### config.mk
export PLATFORM = sky130hd
export DESIGN_NAME = bram_stream_reader
export DESIGN_NICKNAME = d
export VERILOG_FILES = /design/src/rtl/bram_stream_reader.sv
export SDC_FILE = /design/constraint.sdc
export NUM_CORES = 1
export LEC_CHECK = 0
export BUFFER_PORTS_ARGS = -buffer_cell sky130_fd_sc_hd__buf_2
export CORE_MARGIN = 4
export CORE_UTILIZATION = 40
export CTS_CLUSTER_DIAMETER = 100
export DETAILED_ROUTE_END_ITERATION = 8
export GPL_TIMING_DRIVEN = 0
export PLACE_DENSITY_LB_ADDON = 0.12
export SYNTH_ARGS = -nofsm -noshare
export SYNTH_HDL_FRONTEND = slang
export SYNTH_SLANG_ARGS = --single-unit
### constraint.sdc
create_clock -name clk -period 3.3 [get_ports clk]
set_input_delay 0.495 -clock clk [delete_from_list [all_inputs] [get_ports clk]]
set_output_delay 0.495 -clock clk [all_outputs]
set_load 0.005 [all_outputs]
### src/rtl/bram_stream_reader.sv
// Burst read initiator for one block-RAM port.
// Tracks fixed read latency and streams returns through a credit-limited FIFO.
module bram_stream_reader #(
  parameter int DATA_W       = 32,
  parameter int RAM_DEPTH    = 32'h5_0000,
  parameter int ADDR_W       = 19,
  parameter int LEN_W        = 20,
  parameter int READ_LATENCY = 2,
  parameter int FIFO_DEPTH   = 4
) (
  input  logic              clk,
  input  logic              rst_n,
  input  logic              start,
  input  logic [ADDR_W-1:0] base_addr,
  input  logic [LEN_W-1:0]  length,
  input  logic              abort,
  output logic              busy,
  output logic              done,
  output logic              ram_en,
  output logic              ram_we,
  output logic [ADDR_W-1:0] ram_addr,
  output logic              ram_regce,
  output logic              ram_rst,
  input  logic [DATA_W-1:0] ram_dout,
  output logic              m_valid,
  output logic [DATA_W-1:0] m_data,
  output logic              m_last,
  input  logic              m_ready
);

  localparam int PTR_W = (FIFO_DEPTH > 1) ? $clog2(FIFO_DEPTH) : 1;
  localparam int CNT_W = $clog2(FIFO_DEPTH + 1);
  localparam int IF_W  = $clog2(READ_LATENCY + 1);

  localparam logic [1:0] S_IDLE   = 2'd0;
  localparam logic [1:0] S_ISSUE  = 2'd1;
  localparam logic [1:0] S_DRAIN  = 2'd2;
  localparam logic [1:0] S_FINISH = 2'd3;

  logic [1:0]              state;
  logic [ADDR_W-1:0]       addr;
  logic [ADDR_W-1:0]       addr_nx;
  logic [LEN_W-1:0]        remaining;
  logic [LEN_W-1:0]        len_q;
  logic [LEN_W-1:0]        ret_cnt;
  logic [READ_LATENCY-1:0] vld_sr;
  logic [IF_W-1:0]         inflight;
  logic [31:0]             occ;
  logic                    credit;
  logic                    push;
  logic                    push_last;
  logic                    pop;
  logic                    flush;

  logic [DATA_W-1:0] mem_d [FIFO_DEPTH];
  logic              mem_l [FIFO_DEPTH];
  logic [PTR_W-1:0]  wr_ptr;
  logic [PTR_W-1:0]  rd_ptr;
  logic [CNT_W-1:0]  fifo_cnt;

  function automatic logic [PTR_W-1:0] ptr_inc(input logic [PTR_W-1:0] p);
    return (p == PTR_W'(FIFO_DEPTH - 1)) ? '0 : p + 1'b1;
  endfunction

  always_comb begin
    inflight = '0;
    for (int i = 0; i < READ_LATENCY; i++)
      inflight = inflight + IF_W'(vld_sr[i]);
  end

  // Pops do not free credit in the same cycle
  assign occ    = 32'(fifo_cnt) + 32'(inflight);
  assign credit = occ < 32'(FIFO_DEPTH);

  assign flush     = abort && (state == S_ISSUE || state == S_DRAIN);
  assign ram_en    = (state == S_ISSUE) && credit && !abort;
  assign push      = vld_sr[READ_LATENCY-1] && !flush;
  assign push_last = (ret_cnt == len_q - LEN_W'(1));
  assign pop       = m_valid && m_ready;

  assign addr_nx = (addr == ADDR_W'(RAM_DEPTH - 1)) ? '0 : addr + 1'b1;

  assign busy      = (state == S_ISSUE) || (state == S_DRAIN);
  assign done      = (state == S_FINISH);
  assign ram_regce = busy;
  assign ram_we    = 1'b0;
  assign ram_rst   = 1'b0;
  assign ram_addr  = addr;

  assign m_valid = (fifo_cnt != '0);
  assign m_data  = m_valid ? mem_d[rd_ptr] : '0;
  assign m_last  = m_valid && mem_l[rd_ptr];

  always_ff @(posedge clk) begin
    if (push) begin
      mem_d[wr_ptr] <= ram_dout;
      mem_l[wr_ptr] <= push_last;
    end
  end

  always_ff @(posedge clk or negedge rst_n) begin
    if (!rst_n) begin
      vld_sr   <= '0;
      wr_ptr   <= '0;
      rd_ptr   <= '0;
      fifo_cnt <= '0;
      ret_cnt  <= '0;
    end else if (flush) begin
      vld_sr   <= '0;
      wr_ptr   <= '0;
      rd_ptr   <= '0;
      fifo_cnt <= '0;
    end else begin
      vld_sr[0] <= ram_en;
      for (int i = 1; i < READ_LATENCY; i++)
        vld_sr[i] <= vld_sr[i-1];
      if (push)
        wr_ptr <= ptr_inc(wr_ptr);
      if (pop)
        rd_ptr <= ptr_inc(rd_ptr);
      if (push && !pop)
        fifo_cnt <= fifo_cnt + 1'b1;
      else if (!push && pop)
        fifo_cnt <= fifo_cnt - 1'b1;
      if (state == S_IDLE)
        ret_cnt <= '0;
      else if (push)
        ret_cnt <= ret_cnt + 1'b1;
    end
  end

  always_ff @(posedge clk or negedge rst_n) begin
    if (!rst_n) begin
      state     <= S_IDLE;
      addr      <= '0;
      remaining <= '0;
      len_q     <= '0;
    end else begin
      case (state)
        S_IDLE: begin
          if (start) begin
            addr      <= base_addr;
            remaining <= length;
            len_q     <= length;
            state     <= (length != '0) ? S_ISSUE : S_FINISH;
          end
        end
        S_ISSUE: begin
          if (abort) begin
            state <= S_FINISH;
          end else if (ram_en) begin
            addr      <= addr_nx;
            remaining <= remaining - 1'b1;
            if (remaining == LEN_W'(1))
              state <= S_DRAIN;
          end
        end
        S_DRAIN: begin
          if (abort)
            state <= S_FINISH;
          else if (pop && m_last && inflight == '0)
            state <= S_FINISH;
        end
        S_FINISH: state <= S_IDLE;
        default:  state <= S_IDLE;
      endcase
    end
  end

endmodule

==> metrics list <==
* Die Y: 171 um
- Summed over all layers, the global routing overflow is 0.
- WL per Instance: 18.8 um
- Yosys mapped a number of flops with a built-in enable equal to 132.
- Unique masters post-synth: 72
- Cell class contributing the biggest share of worst-path delay: compound AO/OA/AOI/OAI gates
* Reported leakage power: 4.81 nW
- Of the total power, registers draw 0.381.
- First-pass GRT wire length: 41100 um
* Flip-flop and latch count after synthesis: 222
- Largest family of logic cells by synthesized area: simple AND/OR/NAND/NOR gates
- Measured against the total synthesized area, the mux share comes to 0.0989.
- Of all flip-flops after synthesis, the portion carrying an async set or reset was 0.405.
* Worst slew margin relative to its limit: 0.323
- Slowest-stage cell, CP: sky130_fd_sc_hd__clkbuf_1
- Of the total power, the share spent switching nets is 0.366.
- Worst-skew pair later-pin latency: 0.54 ns
* Type of element capturing the critical path: flip-flop
- Together, buffers and inverters on the worst path number 1.
* Post-synthesis sequential area ratio: 0.586
- For this run, the number of Yosys warnings is 0.
* Setup_tns: 0 ns
* Crit path DAT: 3.47 ns
* Peak Freq: 328 MHz
- The count of final max-slew check failures is 0.
- Setup repair after global routing left no endpoint under its margin.
- In the finished design, the share of the clock period the worst path needs comes to 0.925.
- P&R area growth vs syn: 19.0%
* Cell internal pwr: 0.00684 W
* Power Dens Cells: 854 mW/mm^2
* Number of nets with antenna violations after detailed routing: 0
- Final GP Congestion: 0.858
* HPWL after DPL: 17900 um
- Type of the worst min-delay path: in -> reg
- Clock transition at the registers of the reported paths: 0.06 ns
- Required arrival time at the worst endpoint: 3.72 ns
- Most frequent cell on the critical path: sky130_fd_sc_hd__ha_1
- 0 antenna diodes ended up in the layout.
- Of the total power, the clock network draws 0.245.
- In this run the number of H-tree levels came out at 1.
- Number of buffers added by the clock tree synthesis step: 26
- Post-layout min period: 3.05 ns
- The initial antenna violation count came to 1.
* CTS tree: yes
- The mapped netlist covers 0.0106 mm^2.
- Post-route clock skew: 0.0199 ns
* Pin count of the biggest net entering global routing: 67
- Hold Fails Final Rpt: 0
- The post-synthesis compound-gate area fraction was 0.0945.
- Type of element launching the critical path: flip-flop
- Setup Viol. Count Final: 0
- Bufs on Longest Clock Path: 3
- Setup Crit Path Kind: reg -> reg
* Count of input and output buffers: 132
- Number of max-cap violations: 0
- Clk sinks: 222
- In this run the worst path has a maximum fanout of 10.
- The average instance in the mapped netlist occupies 12.4 um^2.
- The largest total area in the synthesized netlist belongs to sky130_fd_sc_hd__edfxtp_1.
* Adder and majority gate portion of the synthesized area: 0.0219
* Final std cells w/o fill: 1373
* Power spent charging and discharging nets: 0.00395 W
- Of the total synthesized cell area, the portion taken by XOR and XNOR cells is 0.0330.
* Total length of routed wires: 25800 um
- Number of placed cells counting well taps: 1326
- For this block, the initial DRC count from the detailed router was 492.
- Top-area cell type share of the netlist area: 0.373
- After the last flow step, the layout net total stands at 1113.
* Io pins: 135
- Drt drc: 0
* DIE AREA: 0.0292 mm^2
* Via count of the first global-routing pass: 7428
- The pre-antenna-repair detailed-routing pass consisted of 5 iterations.
- Of the total synthesized cell area, the portion taken by AND, OR, NAND and NOR gates is 0.136.
- Worst Setup Slack post-DPL: 0.0566 ns
- For the pin with the worst max-slew slack, the measured transition is 1.01 ns.
- Most used flip-flop cell after synthesis: sky130_fd_sc_hd__edfxtp_1
- Root buf cell: sky130_fd_sc_hd__clkbuf_16
- Area of the core: 0.0261 mm^2
* Cells along the critical path: ha_1 > ha_1 > a311o_1 > nor2_1 > o22a_1 > clkbuf_1 > o21ai_0 > a22o_1
* Worst stage delay on the critical path: 0.51 ns
- Final critical-path setup slack: 0.247 ns
- Die boundary width: 171 um
- Across the VDD grid, the largest voltage drop is 0.000415 V.
- Of the total power, combinational logic draws 0.374.
- Initial Util: 0.407
- After detailed routing, the number of vias per cell comes to 5.41.
- Synthesis handed over a netlist of 853 instances.
- Across every metal layer, demand over resource in global routing totals 0.177.
* Run status: finished, final reports clean
- After floorplanning, the core was divided into 59 placement rows.
* Cells taking the most area after synthesis: sky130_fd_sc_hd__edfxtp_1, sky130_fd_sc_hd__dfrtp_1, sky130_fd_sc_hd__mux4_2, sky130_fd_sc_hd__a21oi_1, sky130_fd_sc_hd__mux2_2
- Power Total: 0.0108 W
- Of the cells placed in the final design, the portion with a size suffix greater than 1 is 0.244.
* Total number of vias: 7427
==> worst paths after layout <==
kind / from / end / slack (ns) / depth (start not counted)
max reg2reg: vld_sr[1]$_DFF_PN0_ / ram_addr[4]$_DFFE_PN0P_ / 0.25 / 8
max: vld_sr[1]$_DFF_PN0_ / ram_addr[4]$_DFFE_PN0P_ / 0.25 / 8
max in group asynchronous: rst_n / ram_addr[18]$_DFFE_PN0P_ / 2.21 / 3
min in group asynchronous: rst_n / ret_cnt[2]$_DFFE_PN0P_ / 0.42 / 2
min: ram_dout[12] / mem_d[0][12]$_DFFE_PP_ / 0.17 / 1
min reg2reg: len_q[19]$_DFFE_PN0P_ / len_q[19]$_DFFE_PN0P_ / 0.53 / 1
==> placed cells by master (no fill, tap or decap), types with 7 or more instances in the layout <==
master | synthesis | final
sky130_fd_sc_hd__mux2_2 | 21 | 21
sky130_fd_sc_hd__buf_2 | 6 | 137
sky130_fd_sc_hd__o22ai_1 | 19 | 19
sky130_fd_sc_hd__mux4_2 | 33 | 33
sky130_fd_sc_hd__dfrtp_1 | 90 | 90
sky130_fd_sc_hd__nand4_1 | 13 | 13
sky130_fd_sc_hd__nand2_1 | 43 | 43
sky130_fd_sc_hd__or3_1 | 13 | 13
sky130_fd_sc_hd__and2_1 | 36 | 36
sky130_fd_sc_hd__nor4_1 | 14 | 14
sky130_fd_sc_hd__a21oi_1 | 54 | 54
sky130_fd_sc_hd__nor2_1 | 59 | 59
sky130_fd_sc_hd__clkbuf_1 | 35 | 40
sky130_fd_sc_hd__xnor2_1 | 18 | 18
sky130_fd_sc_hd__xor2_1 | 22 | 22
sky130_fd_sc_hd__nor3_1 | 28 | 28
sky130_fd_sc_hd__edfxtp_1 | 132 | 132
sky130_fd_sc_hd__inv_1 | 25 | 25
sky130_fd_sc_hd__ha_1 | 17 | 17
sky130_fd_sc_hd__nand3_1 | 29 | 29
sky130_fd_sc_hd__o21ai_0 | 47 | 47
sky130_fd_sc_hd__clkbuf_16 | 0 | 26
sky130_fd_sc_hd__mux2i_1 | 7 | 7
==> registers in the layout (all words and copies together), names as in the netlist <==
signal     count
rd_ptr         2
vld_sr         2
mem_l          4
ram_addr      19
state          2
len_q         20
remaining     20
mem_d        128
wr_ptr         2
fifo_cnt       3
ret_cnt       20
==> logic make-up after synthesis <==
kind of cell / count (synthesis)
xor+xnor: 40
compound gates: 164
fa+ha+maj: 18
simple gates: 273
other cells: 1
flops: 222
buf+inv: 74
mux: 61
==> final cells by class <==
class                           count  area, um^2
Fill cell                        2418       13400
Sequential cell                   222        6220
Multi-Input combinational cell    558        4100
Timing Repair Buffer              138         781
Clock buffer                       34         701
Tap cell                          335         419
Buffer                             47         219
Inverter                           26        97.6
Clock inverter                     13        96.3
==> per-stage QoR <==
| step | util | hold slack [ns] | area, um^2 |
|---|---|---|---|
| floorplan | - | 0.199 | 10600 |
| global placement | 0.449 | 0.512 | 11700 |
| detailed placement | 0.453 | 0.438 | 11800 |
| CTS | 0.485 | 0.150 | 12600 |
| global route | 0.485 | 0.153 | 12600 |
| finish | 0.485 | 0.172 | 12600 |
==> power groups by stage <==
| stage | Sequential, W | Clock (W) | Combinational [W] |
|---|---|---|---|
| 6_report | 0.00411 | 0.00264 | 0.00403 |
| 5_1_grt | 0.00420 | 0.00285 | 0.00454 |
| 3_5_place_dp | 0.00415 | 0 | 0.00411 |
| 2_1_floorplan | 0.00400 | 0 | 0.00278 |
| 3_3_place_gp | 0.00415 | 0 | 0.00403 |
| 4_1_cts | 0.00410 | 0.00273 | 0.00412 |
==> per-layer routing <==
layer | routed length, um | up-vias | GRT usage
li1 | - | 3554 | -
met1 | 11600 | 3676 | 0.251
met2 | 12500 | 160 | 0.290
met3 | 1220 | 35 | 0.0293
met4 | 404 | 2 | 0.0358
met5 | 7 | - | 0
==> cells in the mapped netlist (all sizes together), types with 4 or more instances <==
cell and number:
a22o 5, mux2i 7, and3 9, buf 13, xor2 22, ha 17, or4 4, inv 26
nand4 13, and2 36, o21ai 50, or3 14, mux2 21, clkbuf 35, nor4 16, nand2 43
mux4 33, xnor2 18, a22oi 6, nand3 29, nor2 59, a21oi 54, o22ai 19, edfxtp 132
dfrtp 90, nor3 28
==> what timing repair did <==
action | CTS | global route
endpoints found under the hold margin | 24 | 0
setup buffers | 0 | 0
hold buffers | 1 | 0
resized for setup | 2 | 3
endpoints found under the setup margin | 10 | 30
Power figures use the tool's default switching activity.
